### src/rtl/alu_seq_if.sv
// alu_seq_if: request/response bundle for alu_seq.
//   Request side : in_valid, in_ready, ctrl, input_a, input_b
//   Response side: out_valid, out_ready, alu_result, LT, zero, carry, div_zero
//   master modport = requester/consumer, slave modport = alu_seq.
interface alu_seq_if #(
  parameter int WIDTH = 16
);
  logic             in_valid;
  logic             in_ready;
  logic [2:0]       ctrl;
  logic [WIDTH-1:0] input_a;
  logic [WIDTH-1:0] input_b;
  logic             out_valid;
  logic             out_ready;
  logic [WIDTH-1:0] alu_result;
  logic             LT;
  logic             zero;
  logic             carry;
  logic             div_zero;

  modport master (
    output in_valid, ctrl, input_a, input_b, out_ready,
    input  in_ready, out_valid, alu_result, LT, zero, carry, div_zero
  );

  modport slave (
    input  in_valid, ctrl, input_a, input_b, out_ready,
    output in_ready, out_valid, alu_result, LT, zero, carry, div_zero
  );
endinterface

### src/rtl/alu_seq.sv
// alu_seq: handshaked ALU, one operation in flight, registered result/flags.
//   clk, reset : rising-edge clock, synchronous active-high reset
//   bus        : alu_seq_if.slave (valid/ready request in, valid/ready result out)
// Ops: ADD SUB AND OR XOR SLT complete in one cycle; MUL (shift-add) and
// DIV (restoring) take one operand bit per cycle, MSB first.
// Build option: define ALU_DIV_EN to include the divider; without it ctrl=111
// completes in one cycle with result 0.
//
// state | meaning
// IDLE  | in_ready high, waiting for a request
// MUL   | shift-add multiply, cnt = multiplier bit being consumed
// DIV   | restoring divide, cnt = dividend bit being consumed (ALU_DIV_EN only)
// DONE  | out_valid high, result held until out_ready
module alu_seq #(
  parameter int WIDTH = 16
) (
  input  logic clk,
  input  logic reset,
  alu_seq_if.slave bus
);
  localparam int CW = $clog2(WIDTH);
  localparam logic [CW-1:0] CNT_TOP = CW'(WIDTH - 1);

  localparam logic [1:0] S_IDLE = 2'd0;
  localparam logic [1:0] S_MUL  = 2'd1;
`ifdef ALU_DIV_EN
  localparam logic [1:0] S_DIV  = 2'd2;
`endif
  localparam logic [1:0] S_DONE = 2'd3;

  logic [1:0]       state;
  logic [CW-1:0]    cnt;
  logic [WIDTH-1:0] op_a, op_b, acc;
  logic [WIDTH-1:0] res_q;
  logic             lt_q, zero_q, carry_q, dz_q;

  logic [WIDTH:0]   add_full;
  logic [WIDTH-1:0] simple_res;
  logic             simple_carry, simple_dz, in_lt, op_lt;
  logic [WIDTH-1:0] mul_next;

  always_comb begin
    add_full     = {1'b0, bus.input_a} + {1'b0, bus.input_b};
    in_lt        = $signed(bus.input_a) < $signed(bus.input_b);
    simple_res   = '0;
    simple_carry = 1'b0;
    simple_dz    = 1'b0;
    case (bus.ctrl)
      3'b000: begin
        simple_res   = add_full[WIDTH-1:0];
        simple_carry = add_full[WIDTH];
      end
      3'b001: begin
        simple_res   = bus.input_a - bus.input_b;
        simple_carry = bus.input_a < bus.input_b;
      end
      3'b010: simple_res = bus.input_a & bus.input_b;
      3'b011: simple_res = bus.input_a | bus.input_b;
      3'b100: simple_res = bus.input_a ^ bus.input_b;
      3'b101: simple_res = {{(WIDTH-1){1'b0}}, in_lt};
`ifdef ALU_DIV_EN
      // only taken straight to DONE when B is zero
      3'b111: begin
        simple_res = '1;
        simple_dz  = 1'b1;
      end
`endif
      default: simple_res = '0;
    endcase
  end

  // MSB-first shift-add keeps only the low WIDTH bits, which is all we need
  always_comb begin
    op_lt    = $signed(op_a) < $signed(op_b);
    mul_next = {acc[WIDTH-2:0], 1'b0} + (op_b[cnt] ? op_a : '0);
  end

`ifdef ALU_DIV_EN
  logic [WIDTH-1:0] rem, rem_next, div_next;
  logic [WIDTH:0]   rem_sh, div_diff;
  logic             div_ge;

  // rem < op_b always, so the shifted remainder fits WIDTH+1 bits and
  // bit WIDTH of the difference is a clean borrow
  always_comb begin
    rem_sh   = {rem, op_a[cnt]};
    div_diff = rem_sh - {1'b0, op_b};
    div_ge   = ~div_diff[WIDTH];
    rem_next = div_ge ? div_diff[WIDTH-1:0] : rem_sh[WIDTH-1:0];
    div_next = {acc[WIDTH-2:0], div_ge};
  end
`endif

  always_ff @(posedge clk) begin
    if (reset) begin
      state   <= S_IDLE;
      cnt     <= '0;
      op_a    <= '0;
      op_b    <= '0;
      acc     <= '0;
      res_q   <= '0;
      lt_q    <= 1'b0;
      zero_q  <= 1'b0;
      carry_q <= 1'b0;
      dz_q    <= 1'b0;
`ifdef ALU_DIV_EN
      rem     <= '0;
`endif
    end else begin
      case (state)
        S_IDLE: begin
          if (bus.in_valid) begin
            op_a <= bus.input_a;
            op_b <= bus.input_b;
            acc  <= '0;
            cnt  <= CNT_TOP;
`ifdef ALU_DIV_EN
            rem  <= '0;
`endif
            if (bus.ctrl == 3'b110) begin
              state <= S_MUL;
`ifdef ALU_DIV_EN
            end else if (bus.ctrl == 3'b111 && bus.input_b != '0) begin
              state <= S_DIV;
`endif
            end else begin
              state   <= S_DONE;
              res_q   <= simple_res;
              lt_q    <= in_lt;
              zero_q  <= (simple_res == '0);
              carry_q <= simple_carry;
              dz_q    <= simple_dz;
            end
          end
        end
        S_MUL: begin
          acc <= mul_next;
          cnt <= cnt - 1'b1;
          if (cnt == '0) begin
            state   <= S_DONE;
            res_q   <= mul_next;
            lt_q    <= op_lt;
            zero_q  <= (mul_next == '0);
            carry_q <= 1'b0;
            dz_q    <= 1'b0;
          end
        end
`ifdef ALU_DIV_EN
        S_DIV: begin
          acc <= div_next;
          rem <= rem_next;
          cnt <= cnt - 1'b1;
          if (cnt == '0) begin
            state   <= S_DONE;
            res_q   <= div_next;
            lt_q    <= op_lt;
            zero_q  <= (div_next == '0);
            carry_q <= 1'b0;
            dz_q    <= 1'b0;
          end
        end
`endif
        S_DONE: begin
          if (bus.out_ready) state <= S_IDLE;
        end
        default: state <= S_IDLE;
      endcase
    end
  end

  assign bus.in_ready   = (state == S_IDLE);
  assign bus.out_valid  = (state == S_DONE);
  assign bus.alu_result = res_q;
  assign bus.LT         = lt_q;
  assign bus.zero       = zero_q;
  assign bus.carry      = carry_q;
  assign bus.div_zero   = dz_q;
endmodule

### src/flat_wrapper.sv
// flat-port wrapper written by rule: the top's interface ports become plain ports
module alu_seq_flat 
#(
  parameter int WIDTH = 16
)
  (clk, reset, bus_in_valid, bus_ctrl, bus_input_a, bus_input_b, bus_out_ready, bus_in_ready, bus_out_valid, bus_alu_result, bus_LT, bus_zero, bus_carry, bus_div_zero);
  alu_seq_if #(.WIDTH(WIDTH)) bus_i ();
  input  logic clk;
  input  logic reset;
  input wire logic [$bits(bus_i.in_valid)-1:0] bus_in_valid;
  input wire logic [$bits(bus_i.ctrl)-1:0] bus_ctrl;
  input wire logic [$bits(bus_i.input_a)-1:0] bus_input_a;
  input wire logic [$bits(bus_i.input_b)-1:0] bus_input_b;
  input wire logic [$bits(bus_i.out_ready)-1:0] bus_out_ready;
  output wire logic [$bits(bus_i.in_ready)-1:0] bus_in_ready;
  output wire logic [$bits(bus_i.out_valid)-1:0] bus_out_valid;
  output wire logic [$bits(bus_i.alu_result)-1:0] bus_alu_result;
  output wire logic [$bits(bus_i.LT)-1:0] bus_LT;
  output wire logic [$bits(bus_i.zero)-1:0] bus_zero;
  output wire logic [$bits(bus_i.carry)-1:0] bus_carry;
  output wire logic [$bits(bus_i.div_zero)-1:0] bus_div_zero;
  assign bus_i.in_valid = bus_in_valid;
  assign bus_i.ctrl = bus_ctrl;
  assign bus_i.input_a = bus_input_a;
  assign bus_i.input_b = bus_input_b;
  assign bus_i.out_ready = bus_out_ready;
  assign bus_in_ready = bus_i.in_ready;
  assign bus_out_valid = bus_i.out_valid;
  assign bus_alu_result = bus_i.alu_result;
  assign bus_LT = bus_i.LT;
  assign bus_zero = bus_i.zero;
  assign bus_carry = bus_i.carry;
  assign bus_div_zero = bus_i.div_zero;
  alu_seq #(.WIDTH(WIDTH)) u_core (.clk(clk), .reset(reset), .bus(bus_i));
endmodule
### config.mk
export PLATFORM = sky130hd
export DESIGN_NAME = alu_seq_flat
export DESIGN_NICKNAME = d
export VERILOG_FILES = /design/src/rtl/alu_seq_if.sv /design/src/rtl/alu_seq.sv /design/src/flat_wrapper.sv
export SDC_FILE = /design/constraint.sdc
export NUM_CORES = 1
export LEC_CHECK = 0
export ABC_AREA = 1
export BUFFER_PORTS_ARGS = -buffer_cell sky130_fd_sc_hd__buf_2
export CELL_PAD_IN_SITES_DETAIL_PLACEMENT = 1
export CELL_PAD_IN_SITES_GLOBAL_PLACEMENT = 1
export CORE_UTILIZATION = 45
export DETAILED_ROUTE_END_ITERATION = 6
export PLACE_DENSITY = 0.84
export SETUP_SLACK_MARGIN = 0.4
export SKIP_CTS_REPAIR_TIMING = 1
export SLEW_MARGIN = 10
export SYNTH_ARGS = -nofsm -noshare
export SYNTH_HDL_FRONTEND = slang
export SYNTH_SLANG_ARGS = --single-unit
export TNS_END_PERCENT = 5
### constraint.sdc
create_clock -name clk -period 6.75 [get_ports clk]
set_input_delay 0.675 -clock clk [delete_from_list [all_inputs] [get_ports clk]]
set_output_delay 0.675 -clock clk [all_outputs]
set_load 0.01 [all_outputs]
==> results.md <==
Clock tree:
- The number of clock sinks is 72.
- The clock-pin slew on the worst setup and hold paths is 60 ps.
- The insertion delay of the later-clocked pin in the worst-skew pair is 340 ps.
- TritonCTS built the clock tree.
- The cell sitting at the root of the clock tree is a clkbuf_16.
- The clock passes through at most 2 buffers.
- The H-tree was split into 3 levels.
- Clock tree synthesis inserted a total of 9 buffers.

Place:
- The worst slack at placement is 3190 ps.
- Summing all placed instances gives a cell area of 0.00731 mm².
- Routability-driven placement finished with a final weighted congestion of roughly 0.94.
- The total of buffers placed on input and output ports is slightly below 60.
- After detailed placement, the design holds a cell count of 1335.
- The detailed placer's ending HPWL is about 19000 µm.

Setup path:
- The cell count of the worst reg-to-reg path is 25.
- In this run the worst path has a maximum fanout of 14.
- The reg-to-reg startpoint is u_core.cnt[0].
- The sum of buffers and inverters on the critical path is 4.
- The worst register-to-register path ends at u_core.bus.zero.
- For this design, the slowest cell found on the critical path is dfxtp_1.
- The arrival time at the worst endpoint is 3910 ps.
- The launching instance or port of the critical path is u_core.cnt[0].
- The peak per-stage delay on the critical path is 570 ps.
- The setup slack on the worst flop-to-flop path is 3130 ps.
- By instance count, the cell type seen most on the critical path is nand2_1.
- The critical path capture point type is a flip-flop.
- The cell family contributing the most delay on the critical path is simple AND/OR/NAND/NOR gates.
- The kind of critical path is reg2reg.
- The worst setup path endpoint is u_core.bus.zero.
- The critical path runs through a total of 25 cells.
- At the worst endpoint, the required time is between 7000 and 8000 ps.
- STA classifies the critical path startpoint as a flip-flop.

Yosys:
- The synthesized instance count is 1124.
- The number of synthesis warnings is 0.
- After synthesis, the mean cell area works out to 6.23 µm².
- The number of nets handed over by synthesis was about 1200.
- The synthesized netlist contains 41 unique library cells.
- The synthesized cell area is 0.00701 mm².
- The synthesized design contains 0 enable-type register cells.
- In the synthesized netlist the dominant register cell turns out to be dfxtp_1.
- The share of synthesized flip-flops with an asynchronous set or reset is 0.
- Synthesis inferred 72 register bits.
- For this run, the register share of the synthesized area comes to 0.206.

STA:
- Setup repair after global routing left no endpoint under its margin.
- The worst path in the final design needs a cycle of 3620 ps, including I/O delays and setup.
- The actual transition at the worst max-transition pin is 904 ps.
- The worst relative slew slack is 0.396.
- Adding up every negative setup slack in the final design gives 0 ps.
- The count of endpoints failing setup in the final report is 0.
- The final max-slew violation count is 0.
- The final critical-path setup slack is 3130 ps.
- Of the available clock period, the critical path in the final layout requires 0.536.
- Timing would allow up to between 0.2 and 0.3 GHz.
- The number of hold violations in the final report is 0.
- The worst clock skew is 4.90 ps.

Run:
- The tool flagged a number of max-cap violations equal to 0.

Detailed routing:
- After detailed routing, the average wire length per cell comes to 17.9 µm.
- The total length of routed wires is 24100 µm.
- Detailed routing inserted a total of 7446 vias.
- The via-per-instance ratio is 5.51.
- Once detail routing completed, the nets flagged for antenna violations numbered 0.
- The remaining design rule violation count is 0.
- The number of search-and-repair iterations in the first detailed-routing pass is 5.
- For this block, the initial DRC count from the detailed router was between 300 and 400.

Floorplan:
- The core region is 0.0152 mm².
- The area of the die is roughly 0.016 mm².
- During I/O placement, the number of pins put on the boundary was 61.
- The overall die width is 127 µm.
- For this configuration, the core starts out at a cell density of 0.461.
- The number of standard-cell rows in the floorplan is 45.
- The floorplan step set the die height to 127 µm.

Cells and area:
- The commonest non-fill, non-tap cell in the layout is nand2_1.
- The final standard cell count with taps included and fillers excluded is 1351.
- In the layout the commonest cells are 262 x nand2_1, 169 x inv_1, 108 x a21oi_1.
- The area growth from synthesis to layout is 8.93%.
- With fillers left out, the area of the finished cells amounts to 0.00763 mm².
- The post-layout net count is 1283.
- At the end of the flow the core is filled with cells to 0.502.
- The number of antenna diodes in the final layout is 0.
- The share of cells above drive strength 1 is 0.113.

Global route:
- The aggregate global-route resource usage is 0.310.
- The first global-routing pass estimated 38700 µm of wire.
- In the global route stage, met3 resource usage came out at 0.0219.
- The initial antenna violation count came to 0.
- The met1 track utilization from global routing is 0.400.
- The residual overflow from global routing is 0.
- The number of global-route vias before repair is roughly 7400.
- The routing layer with the top usage in global route is met2.
- The largest net degree at the start of global routing is 63.
- For met2 alone, demand over resource in global routing was 0.542.

Min path:
- The tightest min-delay check is of the reg2reg type.

Power and ir drop:
- IR analysis of the VDD net gives a maximum drop of 0.134 mV.
- The analysis attributes to cell leakage a power of about 4 nW.
- Power spread over the standard cell area amounts to slightly below 300 mW/mm².

Outcome:
- The flow ran to the end, and the final reports show no timing, DRC or antenna violations.
==> state kept, by name, summed over array words and instances, names as in the netlist <==
name                   cells
u_core.state               2
u_core.bus.LT              1
u_core.bus.carry           1
u_core.bus.alu_result     16
u_core.acc                15
u_core.op_a               16
u_core.op_b               16
u_core.bus.zero            1
u_core.cnt                 4
==> worst min-delay path, cell delays in order, from the launching register on <==
cell	delay [ps]
dfxtp_1	310
nand2_1	60
a21oi_1	50
==> worst min-delay path by stage <==
stage | endpoint | from | depth (start not counted) | slack [ps]
after floorplan | u_core.op_b[0] | u_core.op_b[0] | 2 | 440
after global placement | u_core.bus.LT | u_core.bus.LT | 2 | 460
after detailed placement | u_core.acc[10] | u_core.acc[10] | 2 | 460
after CTS | u_core.acc[10] | u_core.acc[10] | 2 | 470
after global routing | u_core.acc[10] | u_core.acc[10] | 2 | 490
final | u_core.acc[8] | u_core.acc[8] | 2 | 470
==> routing by layer <==
layer,wire length [µm],share of wire
met1,10700,0.45
met2,11800,0.49
met3,956,0.040
met4,662,0.027
met5,0,0
==> cells in the mapped netlist, types with 8 or more instances <==
| cell type | count | area [µm²] |
|---|---|---|
| buf_2 | 8 | 40.0 |
| nand3_1 | 96 | 480 |
| o22ai_1 | 10 | 62.6 |
| clkbuf_1 | 17 | 63.8 |
| nand2_1 | 263 | 987 |
| inv_1 | 169 | 634 |
| ha_1 | 83 | 1040 |
| nor2_2 | 10 | 62.6 |
| nor2_1 | 82 | 308 |
| nand4_1 | 11 | 68.8 |
| o21ai_0 | 73 | 365 |
| a21oi_1 | 108 | 541 |
| dfxtp_1 | 72 | 1440 |
| a31oi_1 | 17 | 106 |
| inv_2 | 15 | 56.3 |
| o211ai_1 | 9 | 67.6 |
| nand2_2 | 11 | 68.8 |
==> per-stage QoR <==
stage                     hold slack [ps]  total power (W)
after floorplan                       439          0.00140
after global placement                460          0.00171
after detailed placement              464          0.00174
after CTS                             473          0.00227
after global routing                  495          0.00244
final                                 470          0.00228
==> report_power, final <==
part / switching [W] / internal, W
clock: 0.000191 / 0.000324
combinational: 0.000758 / 0.000352
sequential: 0.0000950 / 0.000554
==> cell families (layout without fill, tap and decap cells) <==
kind of cell    after synthesis  count (layout)  synth area share
flops                        72              72             0.206
compound gates              234             234             0.182
buf+inv                     224             263             0.135
simple gates                499             499             0.310
xor+xnor                      8               8            0.0100
fa+ha+maj                    86              86             0.157
other cells                   1               1          0.000535
==> area by class of cell <==
| cell class | instances | area, µm² |
|---|---|---|
| flip-flops and latches | 72 | 1440 |
| repair buffers | 62 | 318 |
| clock inverters | 7 | 96.3 |
| multi-input cells | 828 | 4620 |
| clock buffers | 9 | 225 |
| fillers | 2133 | 7570 |
| inverters | 185 | 694 |
| well taps | 188 | 235 |
No activity file was read; power rests on OpenSTA's default activity.
